### src/rtl/load_store_unit_if.sv
// load_store_unit_if: bus bundle between the pipeline, the load/store unit and data memory.
// Request side  : req_valid/req_ready handshake with req_we, req_size, req_unsigned, req_addr, req_wdata.
// Response side : resp_valid one-cycle pulse with resp_rdata and resp_err.
// Memory side   : mem_addr (word aligned), mem_byte_enable, mem_wdata out; mem_rdata combinational in.
// Modports      : slave is the load/store unit, master is the pipeline plus data memory.
interface load_store_unit_if;
    logic        req_valid;
    logic        req_ready;
    logic        req_we;
    logic [1:0]  req_size;
    logic        req_unsigned;
    logic [31:0] req_addr;
    logic [31:0] req_wdata;
    logic        resp_valid;
    logic [31:0] resp_rdata;
    logic        resp_err;
    logic [31:0] mem_addr;
    logic [3:0]  mem_byte_enable;
    logic [31:0] mem_wdata;
    logic [31:0] mem_rdata;
    modport slave (
        input  req_valid, req_we, req_size, req_unsigned, req_addr, req_wdata, mem_rdata,
        output req_ready, resp_valid, resp_rdata, resp_err, mem_addr, mem_byte_enable, mem_wdata
    );
    modport master (
        output req_valid, req_we, req_size, req_unsigned, req_addr, req_wdata, mem_rdata,
        input  req_ready, resp_valid, resp_rdata, resp_err, mem_addr, mem_byte_enable, mem_wdata
    );
endinterface

### src/rtl/load_store_unit.sv
// load_store_unit: byte/half/word loads and stores against a word-wide, combinational-read data memory.
// Ports: clk, rst (asynchronous, active high) and bus (load_store_unit_if.slave) carrying the
// request handshake, the one-cycle response pulse and the word-aligned memory port.
// Build option LSU_MISALIGN_EN: when defined, accesses crossing a word boundary are split into two
// memory cycles (ACC0, ACC1); when undefined, misaligned requests answer at once with resp_err.
module load_store_unit (
    input  logic             clk,
    input  logic             rst,
    load_store_unit_if.slave bus
);
`ifdef LSU_MISALIGN_EN
    typedef enum logic [1:0] {IDLE, ACC0, ACC1, RESP} state_t;
`else
    typedef enum logic [1:0] {IDLE, ACC0, RESP} state_t;
`endif
    state_t      state, state_nx;
    logic        we_q, uns_q, err_q;
    logic [1:0]  size_q;
    logic [31:0] addr_q, wdata_q, word0;
    logic        hs, err;
    logic [1:0]  off;
    logic [4:0]  sh;
    logic [3:0]  mask;
    logic [31:0] base, raw, ext;
`ifdef LSU_MISALIGN_EN
    logic [31:0] word1;
    logic        cross;
    logic [7:0]  smask;
    logic [63:0] sdata;
`else
    logic [3:0]  smask;
    logic [31:0] sdata;
`endif

    assign hs   = bus.req_valid && state == IDLE;
    assign off  = addr_q[1:0];
    assign sh   = {off, 3'b000};
    assign base = {addr_q[31:2], 2'b00};
    // Reserved size 3 behaves as a word everywhere.
    assign mask = size_q == 2'd0 ? 4'b0001 : size_q == 2'd1 ? 4'b0011 : 4'b1111;

`ifdef LSU_MISALIGN_EN
    assign err   = 1'b0;
    // Offset plus access length beyond four bytes spills into the next word.
    assign cross = ({1'b0, off} + (size_q == 2'd0 ? 3'd1 : size_q == 2'd1 ? 3'd2 : 3'd4)) > 3'd4;
    assign smask = {4'b0000, mask} << off;
    assign sdata = {32'h0, wdata_q} << sh;
    assign raw   = 32'({word1, word0} >> sh);
`else
    // Without splitting, a half must sit on an even address and a word on a multiple of four.
    assign err   = bus.req_size == 2'd0 ? 1'b0 : bus.req_size == 2'd1 ? bus.req_addr[0] : |bus.req_addr[1:0];
    assign smask = mask << off;
    assign sdata = wdata_q << sh;
    assign raw   = word0 >> sh;
`endif

    assign ext = size_q == 2'd0 ? {{24{raw[7] & ~uns_q}}, raw[7:0]} :
                 size_q == 2'd1 ? {{16{raw[15] & ~uns_q}}, raw[15:0]} : raw;

    always_ff @(posedge clk or posedge rst) begin
        if (rst) state <= IDLE;
        else     state <= state_nx;
    end

    always_comb begin
        state_nx = state;
        case (state)
            IDLE: if (hs) state_nx = err ? RESP : ACC0;
`ifdef LSU_MISALIGN_EN
            ACC0: state_nx = cross ? ACC1 : RESP;
            ACC1: state_nx = RESP;
`else
            ACC0: state_nx = RESP;
`endif
            RESP: state_nx = IDLE;
            default: state_nx = IDLE;
        endcase
    end

    always_ff @(posedge clk or posedge rst) begin
        if (rst) begin
            we_q    <= 1'b0;
            uns_q   <= 1'b0;
            err_q   <= 1'b0;
            size_q  <= 2'd0;
            addr_q  <= 32'h0;
            wdata_q <= 32'h0;
            word0   <= 32'h0;
`ifdef LSU_MISALIGN_EN
            word1   <= 32'h0;
`endif
        end else begin
            if (hs) begin
                we_q    <= bus.req_we;
                uns_q   <= bus.req_unsigned;
                err_q   <= err;
                size_q  <= bus.req_size;
                addr_q  <= bus.req_addr;
                wdata_q <= bus.req_wdata;
            end
            if (state == ACC0) word0 <= bus.mem_rdata;
`ifdef LSU_MISALIGN_EN
            if (state == ACC1) word1 <= bus.mem_rdata;
`endif
        end
    end

    always_comb begin
        bus.req_ready       = state == IDLE;
        bus.resp_valid      = state == RESP;
        bus.resp_err        = state == RESP && err_q;
        bus.resp_rdata      = (state == RESP && !we_q && !err_q) ? ext : 32'h0;
        bus.mem_addr        = 32'h0;
        bus.mem_byte_enable = 4'b0000;
        bus.mem_wdata       = 32'h0;
        if (state == ACC0) begin
            bus.mem_addr        = base;
            bus.mem_byte_enable = we_q ? smask[3:0] : 4'b0000;
            bus.mem_wdata       = we_q ? sdata[31:0] : 32'h0;
        end
`ifdef LSU_MISALIGN_EN
        if (state == ACC1) begin
            bus.mem_addr        = base + 32'd4;
            bus.mem_byte_enable = we_q ? smask[7:4] : 4'b0000;
            bus.mem_wdata       = we_q ? sdata[63:32] : 32'h0;
        end
`endif
    end
endmodule
### src/flat_wrapper.sv
// flat-port wrapper written by rule: the top's interface ports become plain ports
module load_store_unit_flat 
  (clk, rst, bus_req_valid, bus_req_we, bus_req_size, bus_req_unsigned, bus_req_addr, bus_req_wdata, bus_mem_rdata, bus_req_ready, bus_resp_valid, bus_resp_rdata, bus_resp_err, bus_mem_addr, bus_mem_byte_enable, bus_mem_wdata);
  load_store_unit_if bus_i ();
  input  logic clk;
  input  logic rst;
  input wire logic [$bits(bus_i.req_valid)-1:0] bus_req_valid;
  input wire logic [$bits(bus_i.req_we)-1:0] bus_req_we;
  input wire logic [$bits(bus_i.req_size)-1:0] bus_req_size;
  input wire logic [$bits(bus_i.req_unsigned)-1:0] bus_req_unsigned;
  input wire logic [$bits(bus_i.req_addr)-1:0] bus_req_addr;
  input wire logic [$bits(bus_i.req_wdata)-1:0] bus_req_wdata;
  input wire logic [$bits(bus_i.mem_rdata)-1:0] bus_mem_rdata;
  output wire logic [$bits(bus_i.req_ready)-1:0] bus_req_ready;
  output wire logic [$bits(bus_i.resp_valid)-1:0] bus_resp_valid;
  output wire logic [$bits(bus_i.resp_rdata)-1:0] bus_resp_rdata;
  output wire logic [$bits(bus_i.resp_err)-1:0] bus_resp_err;
  output wire logic [$bits(bus_i.mem_addr)-1:0] bus_mem_addr;
  output wire logic [$bits(bus_i.mem_byte_enable)-1:0] bus_mem_byte_enable;
  output wire logic [$bits(bus_i.mem_wdata)-1:0] bus_mem_wdata;
  assign bus_i.req_valid = bus_req_valid;
  assign bus_i.req_we = bus_req_we;
  assign bus_i.req_size = bus_req_size;
  assign bus_i.req_unsigned = bus_req_unsigned;
  assign bus_i.req_addr = bus_req_addr;
  assign bus_i.req_wdata = bus_req_wdata;
  assign bus_i.mem_rdata = bus_mem_rdata;
  assign bus_req_ready = bus_i.req_ready;
  assign bus_resp_valid = bus_i.resp_valid;
  assign bus_resp_rdata = bus_i.resp_rdata;
  assign bus_resp_err = bus_i.resp_err;
  assign bus_mem_addr = bus_i.mem_addr;
  assign bus_mem_byte_enable = bus_i.mem_byte_enable;
  assign bus_mem_wdata = bus_i.mem_wdata;
  load_store_unit u_core (.clk(clk), .rst(rst), .bus(bus_i));
endmodule
### config.mk
export PLATFORM = sky130hd
export DESIGN_NAME = load_store_unit_flat
export DESIGN_NICKNAME = d
export VERILOG_FILES = /design/src/rtl/load_store_unit_if.sv /design/src/rtl/load_store_unit.sv /design/src/flat_wrapper.sv
export SDC_FILE = /design/constraint.sdc
export NUM_CORES = 1
export LEC_CHECK = 0
export BUFFER_PORTS_ARGS = -buffer_cell sky130_fd_sc_hd__clkbuf_2
export CORE_AREA = 3 3 107 129
export CTS_CLUSTER_SIZE = 10
export DETAILED_ROUTE_END_ITERATION = 16
export DIE_AREA = 0 0 110 132
export GPL_TIMING_DRIVEN = 0
export PLACE_DENSITY = 0.73
export REMOVE_ABC_BUFFERS = 1
export SLEW_MARGIN = 20
export SYNTH_ARGS = -nofsm -noshare
export SYNTH_HDL_FRONTEND = slang
export SYNTH_SLANG_ARGS = --single-unit
### constraint.sdc
create_clock -name clk -period 3.35 [get_ports clk]
set_input_delay 0.5025 -clock clk [delete_from_list [all_inputs] [get_ports clk]]
set_output_delay 0.5025 -clock clk [all_outputs]
set_load 0.05 [all_outputs]
# Word-level counts from Yosys, hierarchy flattened

Index checks and enable logic that the tools add are counted.

Eq/ne operators: 5
Shift operators: 3
Mux-type cells: 15
Bitwise gates (word level): 3
Reductions and logical operators: 10

Operators with widths:

| operator           | number |
|---|---|
| $mux 32            | 6 |
| $shl 32x5->32      | 1 |
| $shr 32x5->32      | 1 |
| $mux 4             | 4 |
| $eq 2x1->1 const B | 3 |
| $logic_not 2->1    | 3 |
| $logic_and 1x1->1  | 4 |
| $mux 2             | 2 |
| $pmux 2 s2         | 1 |
| $shl 4x2->4        | 1 |
| $and 1x1->1        | 2 |
| $eq 2x2->1 const B | 1 |
| $logic_not 1->1    | 2 |
| $mux 1             | 2 |
| $ne 2x1->1 const B | 1 |
| $reduce_or 2->1    | 1 |
| $not 1->1          | 1 |

Flip-flop bits (word level): 103
Output and inout bits: 103

# Logic depth before layout (Yosys ltp)

Gate-level depths: netlist of the first run.

Depth in word-level cells: 6
Depth in mapped cells: 6
Depth with buffers taken out: 3

# Worst setup path before layout of the first run

No wires, ideal clock.

Kind: register to output
Start point: register u_core.state[0]
End point: output bus_resp_rdata[0]
Arrival: 2.940 ns
Data required time: 2.847 ns
Setup slack: -0.092 ns
Cell stages (with the launch flop): 5
Cells stage by stage: dfrtp_1 > nor2b_1 > nand2_1 > clkbuf_1 > a211oi_1

Word-level cells in the longest chain between the ends: 4

RTL lines:

| item                            | RTL line               | text |
|---|---|---|
| start, declared                 | load_store_unit.sv:16  | `state_t state, state_nx;` |
| start signal, assigned          | load_store_unit.sv:62  | `else state <= state_nx;` |
| $eq 2x2->1                      | n/a                    |  |
| net bus_resp_valid              | flat_wrapper.sv:15     | `output wire logic [$bits(bus_i.resp_valid)-1:0] bus_resp_valid;` |
| $logic_and 1x1->1 (2 in series) | load_store_unit.sv:112 | `bus.resp_rdata = (state == RESP && !we_q && !err_q) ? ext : 32'h0;` |
| $mux 32                         | load_store_unit.sv:112 |  |
| end, declared                   | flat_wrapper.sv:16     | `output wire logic [$bits(bus_i.resp_rdata)-1:0] bus_resp_rdata;` |

The timed path passes the listed nets, and every way through them passes these cells.

# Worst setup path after layout of the first run

Start point: register u_core.addr_q[1]
End point: output bus_resp_rdata[8]

Word-level cells in the longest chain between the ends: 4

RTL lines:

| item                                   | RTL line                                     | text |
|---|---|---|
| start, declared                        | load_store_unit.sv:19                        | `logic [31:0] addr_q, wdata_q, word0;` |
| start signal, assigned                 | load_store_unit.sv:98                        | `addr_q <= bus.req_addr;` |
| $shr 32x5->32 (*)                      | load_store_unit.sv:54                        | `assign raw = word0 >> sh;` |
| $mux 32 or $and 1x1->1 (tied branches) | load_store_unit.sv:58, load_store_unit.sv:57 |  |
| $mux 32 (*)                            | load_store_unit.sv:57                        | `assign ext = size_q == 2'd0 ? {{24{raw[7] & ~uns_q}}, raw[7:0]} :` |
| $mux 32 (*)                            | load_store_unit.sv:112                       |  |

Mark *: on every way between the ends. The rest lies on a longest branch, timed or not.

==> results of run 1 <==
worst reg2reg max path: stages, from the launching register on:
cell and delay (ns):
dfrtp_1 0.48, nor3b_2 0.55, buf_4 0.30, buf_4 0.22, buf_4 0.21, mux2_2 0.35
layer usage:
metal  global-route usage, %  wire length [um]
met1                    24.6              5960
met2                    34.9              7310
met3                    5.14              1180
met4                    8.80               473
met5                       0                 0
through the flow:
step           std cells  hold WS, ns  util [%]  setup WS, ns
2_1_floorplan        440        0.472         -         -3.08
3_3_place_gp         807        0.482      52.4         -5.26
3_5_place_dp         820        0.488      54.1         0.146
4_1_cts              838        0.190      56.8       0.00216
5_1_grt              838        0.209      56.9        0.0696
6_report             838        0.184      56.9         0.184
cells in the final DEF (no fill, tap or decap), drive strengths merged, types with 2 or more instances in the layout:
| master | synthesis | final |
|---|---|---|
| nor3b | 2 | 2 |
| conb | 1 | 2 |
| mux2i | 23 | 23 |
| clkinv | 0 | 2 |
| and2 | 40 | 40 |
| or2 | 2 | 2 |
| nand3 | 16 | 16 |
| a2bb2oi | 8 | 8 |
| mux2 | 115 | 115 |
| o21ai | 3 | 3 |
| a211oi | 25 | 25 |
| a21oi | 4 | 4 |
| nor2 | 34 | 34 |
| nor3 | 9 | 9 |
| dfrtp | 103 | 103 |
| a221oi | 9 | 9 |
| nand2 | 6 | 6 |
| buf | 30 | 15 |
| clkbuf | 11 | 214 |
| inv | 3 | 4 |
| o211ai | 16 | 16 |
| nor2b | 13 | 13 |
how the worst min path moves through the flow:
stage	endpoint	cells past startpoint	slack [ns]	start
2_1_floorplan	u_core.addr_q[10]$_DFFE_PP0P_	1	0.47	u_core.addr_q[10]$_DFFE_PP0P_
3_3_place_gp	u_core.addr_q[20]$_DFFE_PP0P_	1	0.48	u_core.addr_q[20]$_DFFE_PP0P_
3_5_place_dp	u_core.wdata_q[28]$_DFFE_PP0P_	1	0.49	u_core.wdata_q[28]$_DFFE_PP0P_
4_1_cts	u_core.addr_q[21]$_DFFE_PP0P_	2	0.19	rst
5_1_grt	u_core.addr_q[17]$_DFFE_PP0P_	2	0.21	rst
6_report	u_core.addr_q[16]$_DFFE_PP0P_	2	0.18	rst
where the power goes:
part / switching, mW / internal [mW]
Clock: 0.472 / 0.626
Sequential: 0.311 / 1.59
Combinational: 0.873 / 0.747
sequential cells by signal (all words and copies together) (netlist names):
signal,count
u_core.addr_q,32
u_core.err_q,1
u_core.size_q,2
u_core.state,2
u_core.uns_q,1
u_core.wdata_q,32
u_core.we_q,1
u_core.word0,32
layout make-up:
cell class | count | area, sq um
fillers | 1072 | 5460
multi-input cells | 334 | 2870
flip-flops and latches | 103 | 2580
repair buffers | 218 | 1220
clock buffers | 11 | 253
well taps | 164 | 205
clock inverters | 5 | 63.8
inverters | 3 | 16.3
repair_timing:
| action | in CTS | in global routing |
|---|---|---|
| resized for setup | 3 | 3 |
| buffers inserted | 2 | 0 |
| endpoints found under the setup margin | 22 | 23 |
logic make-up after synthesis:
kind of cell / count (synthesis) / share of synthesized area, %
buf+inv: 44 / 4.04
compound gates: 67 / 10.4
mux: 138 / 27.1
other cells: 1 / 0.0665
flops: 103 / 45.7
xor+xnor: 1 / 0.155
simple gates: 126 / 12.6
==> results.txt, run 1 <==
run status: finished clean
Cells after Synth: 480
Yosys top cell area share: 45.7%
setup tns final: 0 ns
post-route clock period utilization: 94.5%
FF-to-FF path depth: 5
VDD IR max: 281 uV
Mean Syn Cell Area: 11.7 sq um
Total Routing Usage GR: 20.7%
Synth warnings: 0
CTS tree: built
required time of the critical path: 2.85 ns
r2r setup slk: 1.11 ns
CTS Buffer Depth: 2
GPL Wtd Cong: 0.783
end of the critical path: bus_resp_rdata[8]
Vias: 4,589
synthesis-to-layout area growth: 28.0%
first-pass GRT wire length: 23,800 um
worst r2r dst: u_core.addr_q[30]$_DFFE_PP0P_
Top Ports: 206
Max FO, Critical Path: 27
largest net degree at the start of global routing: 58
mapped cell area: 5640 sq um
Worst Tran Pin Value: 0.865 ns
core area: 12,700 sq um
Pins Over Slew Limit: 0
Main synth FF type: dfrtp_1
design area: 7210 sq um
count leader, synth: mux2_2
Post-synth EDFFs: 0
initial antenna violation count: 0
diodes inserted: 0
Die ar.: 14,500 sq um
unrepaired setup endpoints after global routing: false
WP data arrival: 2.66 ns
Max Clock Skew: 0.00518 ns
cell count along the critical path: 5
buffers plus inverters on the worst setup path: 2
Max stage delay cell, worst path: dfrtp_4
TritonCTS buffer count: 9
drt via density: 5.48
DP HPWL: 11,000 um
#FFs+latches synth: 103
most frequent cells after synthesis: 115 x mux2_2, 103 x dfrtp_1, 40 x and2_1
layout cells sized above 1: 55.9%
Netlist cell types: 36
Row Count: 45
fmax: 316 MHz
max_slew headroom: 42.1%
final hold violations: 0
Final Power: 4.62 mW
Root Buffer: clkbuf_16
drt pass-1 iters: 4
drt first-iter violations: 304
crit path launch: u_core.addr_q[1]$_DFFE_PP0P_
I/O Buffers: 203
r2r startpoint: u_core.state[0]$_DFFE_PP0P_
DP Area: 6860 sq um
initial core utilization: 44.5%
H-tree depth: 3
fin nets: 772
Clock Latency Late Sink: 0.34 ns
grt ovf: 0
Critical Path, Cell by Cell: buf_12, mux2_2, a221oi_4, nor3_1, clkbuf_2
Hold-fix buffers, CTS: 0
Top Family by Delay on Critical Path: flip-flops
Routed Antenna Nets: 0
Die X: 110 um
die height: 132 um
sequential share of the synthesized area: 45.7%
leading area contributor after synthesis: dfrtp_1
CP startpoint kind: register
critical path type: register to output port
Synth async-reset ratio: 100%
drc violations: 0
final WL: 14,900 um
Worst path max stage delay: 0.68 ns
WL/cell: 17.8 um
vias in the first global route: 4,804
clk slew on worst S/H paths: 0.07 ns
post-route minimum period: 3.17 ns
maxcap violations: 0
pwr dens: 641 nW/um^2
Synth area leaders: dfrtp_1 46%, mux2_2 23%, and2_1 4.4%, mux2i_1 4.1%, a211oi_1 3.3%
Final setup violation count: 0
clock sink count: 103
class of the tightest hold or removal check: primary input to async pin
Worst Setup End Kind: output port
leak pwr: 3.39 nW
Power figures use the tool's default switching activity.
==> run 2: changes to the inputs <==
PLACE_DENSITY = 0.75   (was 0.73)
==> run 2 against run 1 <==
Net effect:
- die area unchanged
- power up 0.39%
- cell area up 0.12%
- critical path depth unchanged
- non-clock buffer count up 2
- hold slack worse by 0.025 ns
- fmax down 2.1%
- core utilization up 0.069 points
- cell count up 0.24%
- worst setup slack worse by 0.069 ns
- critical endpoint is now bus_resp_rdata[14]
- largest cell class unchanged
- highest routed layer unchanged
==> results.txt, run 2 (synthesis results as in run 1) <==
drt via density: 5.39 (-1.6%)
layout cells sized above 1: 55.6% (-0.31 points)
class of the tightest hold or removal check: primary input to async pin
drc violations: 0 (unchanged)
final worst setup slack: 0.114 ns (-0.0693 ns)
clk slew on worst S/H paths: 0.07 ns (about the same)
H-tree depth: 3 (unchanged)
WL/cell: 17.9 um (+0.53%)
fmax: 309 MHz (-2.1%)
Routed Antenna Nets: 0 (unchanged)
Worst Tran Pin Value: 0.815 ns (-0.0498 ns)
unrepaired setup endpoints after global routing: false
final hold violations: 0 (unchanged)
leak pwr: 3.41 nW (+0.33%)
Max FO, Critical Path: 28 (+3.7%)
Worst Setup End Kind: output port
I/O Buffers: 203 (unchanged)
CTS tree: built
die height: 132 um (unchanged)
TritonCTS buffer count: 9 (unchanged)
diodes inserted: 0 (unchanged)
fin nets: 774 (+0.26%)
Die X: 110 um (unchanged)
hold slack: 0.160 ns (-0.0247 ns)
GR met2 Demand/Resource: 35.4% (+0.44 points)
Hold-fix buffers, CTS: 0 (unchanged)
leading cell types in the layout, fill and taps excluded: 203 x clkbuf_2, 115 x mux2_2, 101 x dfrtp_1, 40 x and2_1, 33 x nor2_1
crit path launch: u_core.addr_q[1]$_DFFE_PP0P_
Total Routing Usage GR: 21.1% (+0.41 points)
CTS Buffer Depth: 2 (unchanged)
drt pass-1 iters: 4 (unchanged)
biggest regs: u_core.addr_q: 32 flops, u_core.wdata_q: 32 flops, u_core.word0: 32 flops
GR met1 Demand/Resource: 25.6% (+1.0 points)
r2r startpoint: u_core.state[0]$_DFFE_PP0P_
maxcap violations: 0 (unchanged)
commonest non-fill, non-tap cell in the layout: clkbuf_2
met3 global-route usage: 4.36% (-0.78 points)
core area: 12,700 sq um (unchanged)
WP data arrival: 2.73 ns (+0.07 ns)
max_slew headroom: 45.4% (+3.3 points)
initial core utilization: 44.5% (unchanged)
vias in the first global route: 4,705 (-2.1%)
DP HPWL: 10,900 um (-0.95%)
global route hottest layer: met2
pwr dens: 643 nW/um^2 (+0.27%)
required time of the critical path: 2.85 ns (about the same)
critical path type: register to output port
synthesis-to-layout area growth: 28.1%
run status: finished clean
initial antenna violation count: 0 (unchanged)
CP startpoint kind: register
drt first-iter violations: 264 (-13%)
post-placement worst setup slack: 0.154 ns (+0.00762 ns)
Pins Over Slew Limit: 0 (unchanged)
GPL Wtd Cong: 0.789 (+0.79%)
fill count: 1,110 (+3.5%)
largest net degree at the start of global routing: 60 (+3.4%)
Clock Latency Late Sink: 0.35 ns (about the same)
VDD IR max: 330 uV (+18%)
grt ovf: 0 (unchanged)
Final setup violation count: 0 (unchanged)
Root Buffer: clkbuf_16
post-route clock period utilization: 96.6% (+2.1 points)
Top Ports: 206 (unchanged)
Max Clock Skew: 0.00346 ns (-0.00172 ns)
Die ar.: 14,500 sq um (unchanged)
final WL: 15,000 um (+0.77%)
clock sink count: 103 (unchanged)
Vias: 4,528 (-1.3%)
post-route minimum period: 3.24 ns (+0.0693 ns)
Row Count: 45 (unchanged)
first-pass GRT wire length: 24,000 um (+0.64%)
==> run 2: worst paths after layout <==
check	slack, ns	to	cells after the start
worst max-delay path	0.11	bus_resp_rdata[14]	5
worst min-delay path	0.16	u_core.addr_q[3]$_DFFE_PP0P_	2
worst max register to register	1.00	u_core.addr_q[5]$_DFFE_PP0P_	5
worst min register to register	0.50	u_core.addr_q[21]$_DFFE_PP0P_	1
max in group asynchronous	2.54	u_core.addr_q[0]$_DFFE_PP0P_	3
min in group clk	0.38	u_core.wdata_q[27]$_DFFE_PP0P_	2
==> run 2: area by class of cell <==
type                            instances  area [sq um]  share of cell area [%]
Inverter                                3          16.3                   0.225
Multi-Input combinational cell        334          2860                    39.6
Clock buffer                           11           233                    3.22
Tap cell                              164           205                    2.84
Timing Repair Buffer                  220          1240                    17.2
Sequential cell                       103          2580                    35.8
Clock inverter                          5          82.6                    1.14
==> run 2: stage by stage <==
| stage | instance area (sq um) | instances | power, mW | setup TNS (ns) | util, % |
|---|---|---|---|---|---|
| after detailed placement | 6860 | 820 | 3.54 | 0 | 54.2 |
| after floorplan | 5420 | 440 | 3.08 | -258.65 | - |
| final | 7220 | 840 | 4.64 | 0 | 57.0 |
| after global placement | 6640 | 807 | 3.44 | -622.14 | 52.4 |
| after CTS | 7220 | 840 | 4.69 | 0 | 57.0 |
| after global routing | 7220 | 840 | 4.90 | 0 | 57.0 |
==> run 2: report_power, final <==
| group | internal, mW | switching (mW) |
|---|---|---|
| logic | 0.752 | 0.867 |
| registers | 1.59 | 0.308 |
| clock network | 0.657 | 0.461 |
| total | 3.00 | 1.64 |
==> run 2: layer usage <==
layer  up-vias  routed length [um]  part of all wire (%)
met4         0                 429                   2.9
li1       2117                   -                     -
met1      2243                6080                    40
met2       140                7690                    51
met3        28                 845                   5.6
met5         -                   0                     0
==> run 2: worst max-delay path: stages, from the launching register on <==
cell and delay, ns:
dfrtp_4 0.69, buf_16 0.23, mux2_2 0.41, a221oi_4 0.57
nor3_1 0.18, clkbuf_2 0.29
==> run 2: timing repair <==
action | 4_1_cts | 5_1_grt
endpoints found under the setup margin | 29 | 0
resized for setup | 3 | 0
buffers inserted | 4 | 0
==> run 3: changes to the inputs <==
ABC_AREA = 1   (was not set)
==> run 3 against run 2 <==
Net effect:
- clock power grew 4%
- count of clock-buffer cells in the layout is the same
- synthesized cell count grew 39%
- clock skew grew 0.0077 ns
- core utilization shrank 1.8 points
- combinational power is essentially flat
- cell area shrank 3.1%
- largest power group unchanged
- highest routed layer unchanged
==> results.txt, run 3 <==
drc violations: 0 (unchanged)
CTS Buffer Depth: 2 (unchanged)
Synth warnings: 0 (unchanged)
CTS tree: built
die height: 132 um (unchanged)
DP HPWL: 9930 um (-9.2%)
diodes inserted: 0 (unchanged)
VDD IR max: 362 uV (+9.5%)
drt pass-1 iters: 6 (+2)
Max FO, Critical Path: 34 (+21%)
core area: 12,700 sq um (unchanged)
I/O Buffers: 203 (unchanged)
Top Ports: 206 (unchanged)
#FFs+latches synth: 103 (unchanged)
Die X: 110 um (unchanged)
synthesis-to-layout area growth: 23.9%
count leader, synth: nor2_1
Final setup violation count: 0 (unchanged)
Pins Over Slew Limit: 0 (unchanged)
Yosys top cell area share: 45.6% (-0.091 points)
H-tree depth: 3 (unchanged)
Main synth FF type: dfrtp_1
initial antenna violation count: 0 (unchanged)
Post-synth EDFFs: 0 (unchanged)
drt via density: 4.88 (-9.5%)
mapped cell area: 5650 sq um (+0.20%)
Max Clock Skew: 0.0112 ns (+0.00775 ns)
CP startpoint kind: register
required time of the critical path: 2.85 ns (about the same)
layout cells sized above 1: 34.2% (-21 points)
drt first-iter violations: 326 (+23%)
maxcap violations: 0 (unchanged)
leading area contributor after synthesis: dfrtp_1
WP data arrival: 2.61 ns (-0.12 ns)
Synth async-reset ratio: 100% (unchanged)
max_slew headroom: 49.7% (+4.2 points)
fmax: 321 MHz (+4.0%)
Mean Syn Cell Area: 8.47 sq um (-28%)
initial core utilization: 44.6% (+0.089 points)
leading cell types in the layout, fill and taps excluded: 203 x clkbuf_2, 145 x nor2_1, 113 x nand2_1, 101 x dfrtp_1, 56 x a21oi_1
Netlist cell types: 29 (-19%)
GPL Wtd Cong: 0.805 (+2.0%)
sequential share of the synthesized area: 45.6% (-0.091 points)
fin nets: 942 (+22%)
grt ovf: 0 (unchanged)
post-route clock period utilization: 92.9% (-3.7 points)
hold slack: 0.223 ns (+0.0630 ns)
Root Buffer: clkbuf_16
most frequent cells after synthesis: 145 x nor2_1, 114 x nand2_1, 103 x dfrtp_1
fill count: 1,228 (+11%)
critical path type: register to output port
largest net degree at the start of global routing: 117 (+95%)
commonest non-fill, non-tap cell in the layout: clkbuf_2
Worst Tran Pin Value: 0.755 ns (-0.0605 ns)
WL/cell: 14.7 um (-18%)
final hold violations: 0 (unchanged)
biggest regs: u_core.addr_q: 32 flops, u_core.wdata_q: 32 flops, u_core.word0: 32 flops
pwr dens: 659 nW/um^2 (+2.5%)
Routed Antenna Nets: 0 (unchanged)
first-pass GRT wire length: 23,400 um (-2.3%)
clock sink count: 103 (unchanged)
leak pwr: 3.88 nW (+14%)
post-layout util: 55.2% (-1.8 points)
Row Count: 45 (unchanged)
final WL: 14,800 um (-1.6%)
Synth area leaders: dfrtp_1 46%, nor2_1 9.6%, mux2_4 8.0%, nand2_1 7.6%, a21oi_1 5.0%
post-route minimum period: 3.11 ns (-0.124 ns)
Die ar.: 14,500 sq um (unchanged)
Worst Setup End Kind: output port
clk slew on worst S/H paths: 0.07 ns (about the same)
Clock Latency Late Sink: 0.34 ns (about the same)
Vias: 4,919 (+8.6%)
Total Routing Usage GR: 20.5% (-0.56 points)
class of the tightest hold or removal check: primary input to async pin
unrepaired setup endpoints after global routing: false
TritonCTS buffer count: 9 (unchanged)
vias in the first global route: 4,790 (+1.8%)
Cells after Synth: 667 (+39%)
run status: finished clean
run 3: cell types whose count changed after synthesis, sizes merged, moves of 9 or more:
cell / change
a21oi: +52
nand3: -9
nor2b: -13
a211oi: -23
o211ai: -16
nand2: +114
mux2i: -9
a221oi: -9
and2: -40
buf: +9
nor2: +115
inv: +54
o21ai: +40
mux2: -63
run 3: final timing paths:
check	start	to	slack, ns	cells after the start
setup / recovery	u_core.addr_q[0]$_DFFE_PP0P_	bus_resp_rdata[17]	0.24	8
hold / removal	rst	u_core.wdata_q[12]$_DFFE_PP0P_	0.22	2
setup reg to reg	u_core.state[0]$_DFFE_PP0P_	u_core.wdata_q[9]$_DFFE_PP0P_	1.52	3
hold reg to reg	u_core.addr_q[24]$_DFFE_PP0P_	u_core.addr_q[24]$_DFFE_PP0P_	0.51	2
max in group asynchronous	rst	u_core.addr_q[0]$_DFFE_PP0P_	2.48	3
min in group clk	bus_mem_rdata[5]	u_core.word0[5]$_DFFE_PP0P_	0.38	2
run 3: metal layers:
layer	vias to the layer above	track usage [%]	routed length, um
li1	2474	-	-
met1	2269	26.7	6210
met2	151	32.8	7300
met3	25	4.21	901
met4	0	8.66	384
met5	-	0	0
run 3: power by group:
group | switching, mW | total, mW | internal (mW)
combinational | 0.993 | 1.60 | 0.612
clock | 0.464 | 1.16 | 0.696
sequential | 0.255 | 1.84 | 1.59
run 3: area by class of cell:
class                           count  area (sq um)  area share, %
Inverter                           57           224           3.20
Clock inverter                      5          78.8           1.13
Tap cell                          164           205           2.93
Timing Repair Buffer              206          1090           15.6
Sequential cell                   103          2580           36.9
Multi-Input combinational cell    462          2560           36.6
Clock buffer                       11           253           3.61
run 3: critical path, stage by stage (launching register included):
cell	delay (ns)
dfrtp_4	0.66
inv_4	0.36
nand2_1	0.13
nand3_1	0.11
nand3_1	0.08
nand2_1	0.08
nand2_2	0.27
nor2_1	0.26
clkbuf_2	0.31
run 3: repair_timing:
item	4_1_cts	5_1_grt
hold buffers	0	0
gates cloned	0	0
setup endpoints to repair	41	41
resized for setup	2	1
pin swaps	0	0
setup buffers	0	1
run 3: cells by family (layout without fill, tap and decap cells):
| group | Yosys count | in the layout | synth area share [%] |
|---|---|---|---|
| buffers and inverters | 103 | 279 | 9.33 |
| AOI/OAI and AO/OA | 115 | 115 | 10.6 |
| DFF | 103 | 103 | 45.6 |
| other | 1 | 2 | 0.0664 |
| muxes | 66 | 66 | 14.8 |
| and+or+nand+nor | 279 | 279 | 19.5 |
run 3: through the flow:
stage               power [mW]  instances  instance area (sq um)  setup slack [ns]  TNS, ns
floorplan                 3.04        622                   5340            -0.311    -1.40
global placement          3.42        989                   6560             -1.15  -157.41
detailed placement        3.45        991                   6640             0.102        0
CTS                       4.63       1007                   6970            0.0229        0
global route              4.93       1008                   7000           0.00718        0
finish                    4.61       1008                   7000             0.239        0
